<file path="config.mk">
export PLATFORM = sky130hd
export DESIGN_NAME = tdc_cal_sequencer
export DESIGN_NICKNAME = d
export VERILOG_FILES = /design/src/rtl/tdc_cal_pkg.sv /design/src/rtl/tdc_cal_accumulator.sv /design/src/rtl/tdc_cal_sequencer.sv
export SDC_FILE = /design/constraint.sdc
export NUM_CORES = 1
export LEC_CHECK = 0
export CAP_MARGIN = 10
export CELL_PAD_IN_SITES_DETAIL_PLACEMENT = 1
export CELL_PAD_IN_SITES_GLOBAL_PLACEMENT = 1
export CORE_MARGIN = 1
export CORE_UTILIZATION = 40
export DETAILED_ROUTE_END_ITERATION = 8
export GPL_TIMING_DRIVEN = 0
export PLACE_DENSITY_LB_ADDON = 0.1
export SETUP_SLACK_MARGIN = 0.05
export SLEW_MARGIN = 40
export SYNTH_ARGS = -nofsm -noshare
export SYNTH_HDL_FRONTEND = slang
export SYNTH_SLANG_ARGS = --single-unit
</file>
<file path="constraint.sdc">
create_clock -name clk -period 2.8 [get_ports clk]
set_clock_uncertainty 0.2 [all_clocks]
set_input_delay 0.7 -clock clk [delete_from_list [all_inputs] [get_ports clk]]
set_output_delay 0.7 -clock clk [all_outputs]
set_load 0.05 [all_outputs]
</file>
<file path="src/rtl/tdc_cal_pkg.sv">
// Shared state type and width helpers for the TDC calibration sequencer.
// Optional min/max tracking is enabled by defining TDC_CAL_MINMAX_EN.
package tdc_cal_pkg;

    typedef enum logic [2:0] {
        IDLE     = 3'd0,
        TRIG     = 3'd1,
        WAIT_RES = 3'd2,
        GAP      = 3'd3,
        CALC     = 3'd4,
        ERROR    = 3'd5
    } tdc_cal_state_t;

    localparam int TDC_W_DEFAULT          = 16;
    localparam int N_SAMPLES_LOG2_DEFAULT = 4;

    function automatic int acc_width(input int tdc_w, input int n_log2);
        return tdc_w + n_log2;
    endfunction

    function automatic int cnt_width(input int limit);
        return $clog2(limit) + 1;
    endfunction

endpackage

</file>
<file path="src/rtl/tdc_cal_accumulator.sv">
// Sample accumulator and counter for one calibration run; exposes the truncated mean.
// Running min/max trackers exist only when TDC_CAL_MINMAX_EN is defined.
module tdc_cal_accumulator
    import tdc_cal_pkg::*;
#(
    parameter int TDC_W          = TDC_W_DEFAULT,
    parameter int N_SAMPLES_LOG2 = N_SAMPLES_LOG2_DEFAULT
) (
    input  logic             clk,
    input  logic             reset_n,
    input  logic             clear,
    input  logic             add,
    input  logic [TDC_W-1:0] sample,
    output logic             last_sample,
    output logic [TDC_W-1:0] mean
`ifdef TDC_CAL_MINMAX_EN
    ,
    output logic [TDC_W-1:0] run_min,
    output logic [TDC_W-1:0] run_max
`endif
);

    localparam int ACC_W = acc_width(TDC_W, N_SAMPLES_LOG2);
    localparam int CNT_W = N_SAMPLES_LOG2 + 1;
    localparam logic [CNT_W-1:0] LAST_IDX = CNT_W'((1 << N_SAMPLES_LOG2) - 1);

    logic [ACC_W-1:0] acc_q, acc_d;
    logic [CNT_W-1:0] cnt_q, cnt_d;

    always_comb begin
        acc_d = acc_q;
        cnt_d = cnt_q;
        if (clear) begin
            acc_d = '0;
            cnt_d = '0;
        end else if (add) begin
            acc_d = acc_q + ACC_W'(sample);
            cnt_d = cnt_q + CNT_W'(1);
        end
    end

    always_ff @(posedge clk or negedge reset_n) begin
        if (!reset_n) begin
            acc_q <= '0;
            cnt_q <= '0;
        end else begin
            acc_q <= acc_d;
            cnt_q <= cnt_d;
        end
    end

    assign last_sample = (cnt_q == LAST_IDX);
    assign mean        = acc_q[ACC_W-1:N_SAMPLES_LOG2];

`ifdef TDC_CAL_MINMAX_EN
    logic [TDC_W-1:0] min_q, min_d;
    logic [TDC_W-1:0] max_q, max_d;

    // The first sample of a run (counter still 0) seeds both trackers.
    always_comb begin
        min_d = min_q;
        max_d = max_q;
        if (add && !clear) begin
            if (cnt_q == '0 || sample < min_q) min_d = sample;
            if (cnt_q == '0 || sample > max_q) max_d = sample;
        end
    end

    always_ff @(posedge clk or negedge reset_n) begin
        if (!reset_n) begin
            min_q <= '0;
            max_q <= '0;
        end else begin
            min_q <= min_d;
            max_q <= max_d;
        end
    end

    assign run_min = min_q;
    assign run_max = max_q;
`endif

endmodule

</file>
<file path="src/rtl/tdc_cal_sequencer.sv">
// Calibration sequencer: triggers reference pulses, averages the TDC results, publishes the mean.
// Define TDC_CAL_MINMAX_EN to also publish the run's minimum and maximum samples.
module tdc_cal_sequencer
    import tdc_cal_pkg::*;
#(
    parameter int TDC_W          = 16,
    parameter int N_SAMPLES_LOG2 = 4,
    parameter int GAP_CYCLES     = 16,
    parameter int TIMEOUT_CYCLES = 255
) (
    input  logic             clk,
    input  logic             reset_n,
    input  logic             start,
    output logic             trigger,
    input  logic             tdc_valid,
    input  logic [TDC_W-1:0] tdc_value,
    output logic             busy,
    output logic             done,
    output logic             cal_valid,
    output logic [TDC_W-1:0] cal_value,
    output logic             error,
    output logic [TDC_W-1:0] cal_min,
    output logic [TDC_W-1:0] cal_max
);

    localparam int TMO_W = cnt_width(TIMEOUT_CYCLES);
    localparam int GAP_W = cnt_width(GAP_CYCLES);
    localparam logic [TMO_W-1:0] TMO_LAST = TMO_W'(TIMEOUT_CYCLES - 1);
    localparam logic [GAP_W-1:0] GAP_LAST = GAP_W'(GAP_CYCLES - 1);

    tdc_cal_state_t   state_q, state_d;
    logic [TMO_W-1:0] tmo_q, tmo_d;
    logic [GAP_W-1:0] gap_q, gap_d;
    logic             trigger_q, trigger_d;
    logic             busy_q, busy_d;
    logic             done_q, done_d;
    logic             cal_valid_q, cal_valid_d;
    logic             error_q, error_d;
    logic [TDC_W-1:0] cal_value_q, cal_value_d;

    logic             acc_clear, acc_add, last_sample;
    logic [TDC_W-1:0] mean;

    assign acc_clear = ((state_q == IDLE) || (state_q == ERROR)) && start;
    assign acc_add   = (state_q == WAIT_RES) && tdc_valid;

`ifdef TDC_CAL_MINMAX_EN
    logic [TDC_W-1:0] run_min, run_max;
`endif

    tdc_cal_accumulator #(
        .TDC_W          (TDC_W),
        .N_SAMPLES_LOG2 (N_SAMPLES_LOG2)
    ) u_acc (
        .clk         (clk),
        .reset_n     (reset_n),
        .clear       (acc_clear),
        .add         (acc_add),
        .sample      (tdc_value),
        .last_sample (last_sample),
        .mean        (mean)
`ifdef TDC_CAL_MINMAX_EN
        ,
        .run_min     (run_min),
        .run_max     (run_max)
`endif
    );

    // Outputs are computed one state ahead so each is a plain flop.
    always_comb begin
        state_d     = state_q;
        tmo_d       = tmo_q;
        gap_d       = gap_q;
        trigger_d   = 1'b0;
        busy_d      = busy_q;
        done_d      = 1'b0;
        cal_valid_d = cal_valid_q;
        cal_value_d = cal_value_q;
        error_d     = error_q;
        case (state_q)
            IDLE, ERROR: begin
                if (start) begin
                    state_d   = TRIG;
                    trigger_d = 1'b1;
                    busy_d    = 1'b1;
                    error_d   = 1'b0;
                end
            end
            TRIG: begin
                state_d = WAIT_RES;
                tmo_d   = '0;
            end
            WAIT_RES: begin
                // A sample arriving on the final timeout cycle still counts.
                if (tdc_valid) begin
                    if (last_sample) begin
                        state_d = CALC;
                    end else begin
                        state_d = GAP;
                        gap_d   = '0;
                    end
                end else if (tmo_q == TMO_LAST) begin
                    state_d     = ERROR;
                    error_d     = 1'b1;
                    busy_d      = 1'b0;
                    cal_valid_d = 1'b0;
                end else begin
                    tmo_d = tmo_q + TMO_W'(1);
                end
            end
            GAP: begin
                if (gap_q == GAP_LAST) begin
                    state_d   = TRIG;
                    trigger_d = 1'b1;
                end else begin
                    gap_d = gap_q + GAP_W'(1);
                end
            end
            CALC: begin
                cal_value_d = mean;
                cal_valid_d = 1'b1;
                done_d      = 1'b1;
                busy_d      = 1'b0;
                state_d     = IDLE;
            end
            default: state_d = IDLE;
        endcase
    end

    always_ff @(posedge clk or negedge reset_n) begin
        if (!reset_n) begin
            state_q     <= IDLE;
            tmo_q       <= '0;
            gap_q       <= '0;
            trigger_q   <= 1'b0;
            busy_q      <= 1'b0;
            done_q      <= 1'b0;
            cal_valid_q <= 1'b0;
            cal_value_q <= '0;
            error_q     <= 1'b0;
        end else begin
            state_q     <= state_d;
            tmo_q       <= tmo_d;
            gap_q       <= gap_d;
            trigger_q   <= trigger_d;
            busy_q      <= busy_d;
            done_q      <= done_d;
            cal_valid_q <= cal_valid_d;
            cal_value_q <= cal_value_d;
            error_q     <= error_d;
        end
    end

`ifdef TDC_CAL_MINMAX_EN
    logic [TDC_W-1:0] cal_min_q, cal_min_d;
    logic [TDC_W-1:0] cal_max_q, cal_max_d;

    always_comb begin
        cal_min_d = cal_min_q;
        cal_max_d = cal_max_q;
        if (state_q == CALC) begin
            cal_min_d = run_min;
            cal_max_d = run_max;
        end
    end

    always_ff @(posedge clk or negedge reset_n) begin
        if (!reset_n) begin
            cal_min_q <= '0;
            cal_max_q <= '0;
        end else begin
            cal_min_q <= cal_min_d;
            cal_max_q <= cal_max_d;
        end
    end

    assign cal_min = cal_min_q;
    assign cal_max = cal_max_q;
`else
    assign cal_min = '0;
    assign cal_max = '0;
`endif

    assign trigger   = trigger_q;
    assign busy      = busy_q;
    assign done      = done_q;
    assign cal_valid = cal_valid_q;
    assign cal_value = cal_value_q;
    assign error     = error_q;

endmodule

</file>
Yosys cells after proc, flatten, opt, wreduce, memory -nomap -nowiden
Index checks and enable logic that the tools add are counted.

word-level totals
  register bits = 63
  logic and storage cells = 79
  output and inout bits = 53

operators by class
  muxes and demuxes = 30
  reductions and logical operators = 17
  equal/unequal tests = 17
  $add $sub $neg = 4

operators by type and width
  cell                                                  number
  2-to-1 mux 20 bit                                     2
  2-to-1 mux 5 bit                                      5
  adder 20 x 16 -> 20 bit                               1
  2-to-1 mux 9 bit                                      2
  case mux 9 bit (2 select lines)                       1
  2-to-1 mux 3 bit                                      5
  != test 2 bit (second input constant)                 7
  case mux 3 bit (4 select lines)                       1
  AND reduction 4 bit                                   3
  adder 5 x 1 -> 5 bit (second input constant)          2
  equality test 5 x 4 -> 1 bit (second input constant)  2
  case mux 5 bit (2 select lines)                       1
  nonzero test 2 bit                                    5
  adder 9 x 1 -> 9 bit (second input constant)          1
  equality test 9 x 8 -> 1 bit (second input constant)  1
  2-to-1 mux 1 bit                                      9
  AND reduction 3 bit                                   3
  equality test 3 x 2 -> 1 bit (second input constant)  2
  equality test 3 bit (second input constant)           2
  case mux 1 bit (2 select lines)                       3
  equality test 3 x 1 -> 1 bit (second input constant)  1
  logical NOT 3 bit                                     1
  != test 3 x 2 -> 1 bit (second input constant)        1
  case mux 1 bit (3 select lines)                       1
  5 further kinds                                       6

Longest topological paths before layout
Gate-level depths: netlist (run 1).

  depth in word-level cells = 4
  gate-level depth with buffers = 10
  gate-level depth less buffers = 10

By module
Synthesis (run 1) repeated with hierarchy kept, for this count alone.

unflattened totals
  cell total of the unflattened synthesis = 420
  area total of the unflattened synthesis = 4080.2 sq um

by module, submodules not included
  module               cells an instance  times used  sequential area each (sq um)  area an instance (sq um)
  tdc_cal_sequencer    189                1           950.9                         2042.0
  tdc_cal_accumulator  231                1           625.6                         2038.2

Least setup slack after synthesis (run 1)
OpenSTA, ideal clock, no wires.

  path kind = input -> register
  from = in tdc_value[0]
  to = reg u_acc.acc_q[14]
  slack = 0.189 ns
  cell stages on the path = 10
  data arrival time = 2.342 ns
  required time = 2.531 ns
  setup time = 0.069 ns
  path buffers = 0
  cells stage by stage = ha_1 inv_1 fa_1 nor2b_1 o211ai_1 nand2_1 a41o_1 a31oi_1 or3_1 nand3_1

on the way
  cells in the longest elaborated chain, start to end = 3

ends and longest elaborated chain
  what                     line                       source
  start, declared          tdc_cal_sequencer.sv:16    input logic [TDC_W-1:0] tdc_value,
  adder 20 x 16 -> 20 bit  tdc_cal_accumulator.sv:37  acc_d = acc_q + ACC_W'(sample);
  2-to-1 mux 20 bit        tdc_cal_accumulator.sv:36  end else if (add) begin
  2-to-1 mux 20 bit        tdc_cal_accumulator.sv:33  if (clear) begin
  end signal, assigned     tdc_cal_accumulator.sv:44  acc_q <= '0;
  end signal, assigned     tdc_cal_accumulator.sv:47  acc_q <= acc_d;
  end, declared            tdc_cal_accumulator.sv:27  logic [ACC_W-1:0] acc_q, acc_d;

No other way between the ends. The select of a mux whose other input is x is not followed.
A chain may end at the register's enable or synchronous reset.

Final worst setup path (run 1)
  from = in tdc_value[8]
  to = reg u_acc.acc_q[12]

The elaborated chain is that of the path after synthesis.

==> results.json, run 1 <==
{
  "synth-simple-area-share_pct": 15.1,
  "synth_fa_ha_area_share_pct": 7.98,
  "cap_viol_max_count": 0,
  "hold_class": "in2async",
  "yosys.area_share.xor_xnor_pct": 5.92,
  "cp_num_buf_inv": 2,
  "cts_tree": "built",
  "grt_start_max_net_pins": 39,
  "worst_pin_slew_ns": 0.614,
  "cp_slowest_cell": "clkdlybuf4s50_1",
  "die_x_um": 98.2,
  "diodes": 0,
  "dr.pass1.iters": 6,
  "avgSynthCellArea_um2": 9.92,
  "status": "completed",
  "dpl.hpwl_mm": 6.18,
  "cp_cell_sequence": "clkdlybuf4s50_1 > ha_2 > and3_4 > a31o_1 > a41o_1 > a31oi_4 > buf_6 > xor2_2 > o21ai_1",
  "mostFrequentLayoutCells": "63 x dfrtp_1, 40 x buf_4, 37 x nand2_1, 34 x clkdlybuf4s50_1, 32 x conb_1",
  "grt_pass1_wl_mm": 15.0,
  "dieArea_um2": 9640,
  "ys_ff_latch": 63,
  "antenna_found_initial": 0,
  "grt_use_met2_pct": 34.5,
  "track_usage_pct": 19.3,
  "drc_errors": 0,
  "port_buffers": 40,
  "netlist_instances": 373,
  "critical_path_arrival_ns": 2.71,
  "async_reset_ff_share_pct": 100,
  "via_count": 2930,
  "hold_buffers": 0,
  "pin_count": 73,
  "rows": 34,
  "root_buffer": "clkbuf_8",
  "nNetsFinal": 505,
  "hold_viol": 0,
  "setup_violations": 0,
  "htreeDepth": 3,
  "finalSetupTns_ns": 0,
  "wire_per_inst_um": 15.3,
  "die_y_um": 98.2,
  "critPathRequiredTime_ns": 2.80,
  "cp_max_fo": 5,
  "synthesis.area_um2": 3700,
  "synth_edf_count": 0,
  "core-area_um2": 8850,
  "min_period_ns": 2.71,
  "start_kind": "input port",
  "drive_gt1_share_pct": 23.1,
  "clkSlewWorstSetupHoldPaths_ns": 0.08,
  "wl_mm": 8.81,
  "synth_mux_area_share_pct": 5.45,
  "synth_top_family_by_area": "simple AND/OR/NAND/NOR gates",
  "ys_seq_area_share_pct": 42.6,
  "met1_usage_pct": 23.7,
  "ir_worst_vdd_v": 0.000510,
  "clk_path_buf_depth": 2,
  "cpLargestDelayFamily": "compound AO/OA/AOI/OAI gates",
  "gr-max-usage-layer": "met2",
  "power.leakage_nw": 2.29,
  "vias_per_cell": 5.10,
  "rrSetupSlack_ns": 0.33,
  "cts_buffers": 9,
  "ys_warn_count": 0,
  "crit_path_end_kind": "flop",
  "n_fill_cell": 998,
  "cts_sinks": 63,
  "critPathKind": "in2reg",
  "initial_core_util_pct": 41.8,
  "syn2layout_area_growth_pct": 30.3,
  "slew_violations": 0,
  "place.gp.congestion": 0.847,
  "grt_pass1_vias": 3130,
  "ys_types": 53,
  "timing.fmax_mhz": 369,
  "insertion_delay_ns": 0.34,
  "rsz0062_at_grt": "true",
  "fin_crit_sh_pct": 96.7,
  "grt_overflow": 0,
  "power_density_nw_per_um2": 988,
  "drt_iter0_drc": 90,
  "slew_headroom_pct": 58.9,
  "grtUsageMet3_pct": 3.29,
  "hold_ws_ns": 0.0596,
  "synth_compound_area_share_pct": 14.0,
  "max_stage_delay_ns": 0.46,
  "synth_flop_cell": "dfrtp_1",
  "final_antenna_net_count": 0,
  "mostFrequentLayoutCell": "dfrtp_1"
}
## cell type report
cell class | count | area [um^2] | area share (%)
Timing Repair Buffer | 48 | 475 | 9.87
Tap cell | 108 | 135 | 2.80
Clock inverter | 5 | 81.3 | 1.69
Inverter | 11 | 41.3 | 0.857
Sequential cell | 63 | 1580 | 32.7
Buffer | 40 | 282 | 5.84
Clock buffer | 11 | 141 | 2.93
Multi-Input combinational cell | 289 | 2090 | 43.3
## stage by stage
| step | cells | instance area (um^2) | util (%) | total power, mW | worst slack [ns] |
|---|---|---|---|---|---|
| 4_1_cts | 574 | 4680 | 52.9 | 4.64 | 0.0538 |
| 5_1_grt | 575 | 4820 | 54.5 | 5.11 | -0.0273 |
| 3_5_place_dp | 553 | 4370 | 49.4 | 3.62 | -0.595 |
| 2_1_floorplan | 404 | 3810 | - | 3.02 | 0.189 |
| 3_3_place_gp | 552 | 4350 | 49.2 | 3.55 | -1.38 |
| 6_report | 575 | 4820 | 54.5 | 4.76 | 0.0919 |
## layer usage
| metal | up-vias | share of wire, % |
|---|---|---|
| li1 | 1437 | - |
| met5 | - | 0 |
| met2 | 35 | 52 |
| met3 | 9 | 2.0 |
| met4 | 0 | 1.1 |
| met1 | 1449 | 45 |
## report_power, final
part	switching [mW]	leakage, nW	internal [mW]	total, mW
logic	1.51	1.35	0.969	2.48
registers	0.198	0.833	1.18	1.38
clock network	0.371	0.110	0.526	0.897
## flip-flops by register name, summed over array words and instances (netlist names)
| signal | cells |
|---|---|
| done | 1 |
| tmo_q | 9 |
| error | 1 |
| u_acc.acc_q | 20 |
| gap_q | 5 |
| busy | 1 |
| cal_value | 16 |
| u_acc.cnt_q | 5 |
| cal_valid | 1 |
| trigger | 1 |
| state_q | 3 |
## worst paths after layout
path | from | cells past startpoint | endpoint
worst max-delay path | tdc_value[8] | 9 | u_acc.acc_q[12]
worst min-delay path | reset_n | 1 | tmo_q[5]
worst max register to register | u_acc.acc_q[0] | 11 | u_acc.acc_q[12]
worst min register to register | error | 1 | error
max in group asynchronous | reset_n | 2 | u_acc.acc_q[14]
min in group clk | error | 1 | error
## worst register-to-register path, cell delays in order, from the launching register on
cell and delay (ns):
dfrtp_1 0.39, ha_2 0.21, inv_2 0.06, fa_2 0.21, nor2b_2 0.05, o211ai_1 0.25
nand2_1 0.12, a41o_1 0.27, a31oi_4 0.24, buf_6 0.13, xor2_2 0.13, o21ai_1 0.07
## cells by family (layout without fill, tap and decap cells)
kind of cell               after synthesis  after routing
other                                    1             32
adders and majority gates               23             23
and+or+nand+nor                        109            109
buffers and inverters                   52            115
muxes                                   18             18
DFF                                     63             63
xor gates and xnor gates                25             25
AOI/OAI and AO/OA                       82             82
## synthesized netlist by cell type, drive strengths merged, types with 4 or more instances
cell type,n,area share [%]
dfrtp,63,43
nand2,39,4.0
buf,38,7.4
nor2,27,3.0
o21ai,27,3.7
ha,22,7.4
mux2,17,5.2
a21oi,16,2.2
xor2,15,3.6
inv,11,1.1
nand3,10,1.4
xnor2,10,2.4
nand4,8,1.4
a21o,6,1.2
nor3,6,1.4
a31oi,5,0.85
and3,5,0.85
o31ai,4,0.81
## what timing repair did
item	4_1_cts	5_1_grt
resized for setup	14	25
setup endpoints to repair	7	9
buffers inserted	5	2
hold endpoints to repair	0	0
pin swaps	7	6
No activity file was read; power rests on OpenSTA's default activity.
==> inputs of run 2 (changes only) <==
--- a/config.mk
+++ b/config.mk
@@ -12,7 +12,9 @@
 export CORE_UTILIZATION = 40
 export DETAILED_ROUTE_END_ITERATION = 8
 export GPL_TIMING_DRIVEN = 0
+export HOLD_SLACK_MARGIN = 0.03
 export PLACE_DENSITY_LB_ADDON = 0.1
+export RECOVER_POWER = 25
 export SETUP_SLACK_MARGIN = 0.05
 export SLEW_MARGIN = 40
 export SYNTH_ARGS = -nofsm -noshare
==> run 2 against run 1 <==
Via count stayed put. Final cell count stayed put. Highest routed layer unchanged. Die area stayed put. Utilization hardly changed. Hold slack better by 0.23 ns. Sequential cell count stayed put. Register-to-register slack hardly changed. Critical path type unchanged. Sequential power hardly changed.
==> results.json, run 2 (synthesized netlist as in run 1, its figures left out) <==
{
  "status": "completed",
  "fin_crit_sh_pct": 96.7,
  "n_fill_cell": 999,
  "grt_pass1_wl_mm": 15.0,
  "htreeDepth": 3,
  "die_y_um": 98.2,
  "track_usage_pct": 19.3,
  "port_buffers": 40,
  "slew_headroom_pct": 1.85,
  "setup_violations": 0,
  "root_buffer": "clkbuf_8",
  "grt_overflow": 0,
  "vias_per_cell": 5.10,
  "mostFrequentLayoutCell": "dfrtp_1",
  "critPathRequiredTime_ns": 2.80,
  "drc_errors": 0,
  "hold_class": "reg2reg",
  "rsz0062_at_grt": "true",
  "met3WireLength_um": 170,
  "die_x_um": 98.2,
  "ir_worst_vdd_v": 0.000510,
  "worst_pin_slew_ns": 1.47,
  "pin_count": 73,
  "clk_path_buf_depth": 2,
  "wl_met1_mm": 3.94,
  "cts_buffers": 9,
  "power_density_nw_per_um2": 989,
  "wire_per_inst_um": 15.3,
  "core-area_um2": 8850,
  "cp_cell_sequence": "clkdlybuf4s50_1 > ha_2 > and3_4 > a31o_1 > a41o_1 > a31oi_4 > buf_6 > xor2_2 > o21ai_1",
  "cap_viol_max_count": 0,
  "wl_mm": 8.81,
  "critPathKind": "in2reg",
  "fin_util_pct": 54.4,
  "antenna_found_initial": 0,
  "hold_ws_ns": 0.289,
  "initial_core_util_pct": 41.8,
  "place.gp.congestion": 0.847,
  "regMostFlops": "u_acc.acc_q",
  "insertion_delay_ns": 0.34,
  "nNetsFinal": 505,
  "highest_layer": "met4",
  "start_kind": "input port",
  "clkSlewWorstSetupHoldPaths_ns": 0.07,
  "crit_path_end_kind": "flop",
  "dpl.hpwl_mm": 6.18,
  "grt_pass1_vias": 3130,
  "finalSetupTns_ns": 0,
  "drive_gt1_share_pct": 22.9,
  "critical_path_arrival_ns": 2.71,
  "cp_max_fo": 5,
  "dr.pass1.iters": 6,
  "seq_area_um2": 1580,
  "rows": 34,
  "final_antenna_net_count": 0,
  "slew_violations": 0,
  "preCtsSetupSlack_ns": -0.595,
  "dieArea_um2": 9640,
  "drt_iter0_drc": 90,
  "power.leakage_nw": 2.29,
  "p_total_mw": 4.76,
  "grt_start_max_net_pins": 39,
  "cts_sinks": 63,
  "timing.fmax_mhz": 369,
  "max_stage_delay_ns": 0.46,
  "finalWorstSetupSlack_ns": 0.0919,
  "via_count": 2930,
  "cts_tree": "built",
  "hold_viol": 0,
  "cp_slowest_cell": "clkdlybuf4s50_1",
  "multiInputGateArea_um2": 2090,
  "mostFrequentLayoutCells": "63 x dfrtp_1, 39 x buf_4, 37 x nand2_1, 34 x clkdlybuf4s50_1, 32 x conb_1",
  "syn2layout_area_growth_pct": 30.2,
  "route.met2.wl_mm": 4.60,
  "diodes": 0,
  "min_period_ns": 2.71,
  "largest_reg_flops": 20
}
-- run 2: path summary, 6_finish.rpt --
check	end	slack [ns]	startpoint	depth (start not counted)
worst max-delay path	u_acc.acc_q[12]	0.09	tdc_value[8]	9
worst min-delay path	error	0.29	error	1
worst max register to register	u_acc.acc_q[12]	0.33	u_acc.acc_q[0]	11
worst min register to register	error	0.29	error	1
max in group asynchronous	u_acc.acc_q[14]	1.02	reset_n	2
min in group asynchronous	tmo_q[5]	0.49	reset_n	1
-- run 2: report_power, final --
part / internal, mW / switching, mW / total, mW
sequential: 1.18 / 0.198 / 1.38
combinational: 0.969 / 1.51 / 2.48
clock: 0.526 / 0.371 / 0.897
total: 2.68 / 2.08 / 4.76
-- run 2: what timing repair did --
action | 4_1_cts | 5_1_grt
gates cloned | 0 | 0
setup buffers | 5 | 2
setup endpoints to repair | 7 | 9
hold buffers | 0 | 0
endpoints found under the hold margin | 0 | 0
pin swaps | 7 | 6
gates resized for setup | 14 | 25
-- run 2: layout make-up --
class | count | share of cell area [%]
Tap cell | 108 | 2.81
Buffer | 40 | 5.85
Clock buffer | 11 | 2.94
Sequential cell | 63 | 32.7
Inverter | 11 | 0.857
Timing Repair Buffer | 48 | 9.79
Clock inverter | 5 | 1.69
Multi-Input combinational cell | 289 | 43.3
-- run 2: metrics by stage --
stage | cells | cell area, um^2
after global routing | 575 | 4820
after detailed placement | 553 | 4370
after CTS | 574 | 4680
final | 575 | 4820
after floorplan | 404 | 3810
after global placement | 552 | 4350
-- run 2: layer usage --
layer	up-vias	GRT usage [%]
li1	1437	-
met1	1449	23.7
met2	35	34.5
met3	9	3.29
met4	0	5.86
met5	-	0
-- run 2: worst max-delay path, delay by kind of cell --
family	cells	cell delay, ns
buffers and inverters	2	0.59
AO/OA/AOI/OAI	4	0.80
XOR/XNOR	1	0.13
AND/OR/NAND/NOR	1	0.18
adder cells (fa/ha/maj)	1	0.30
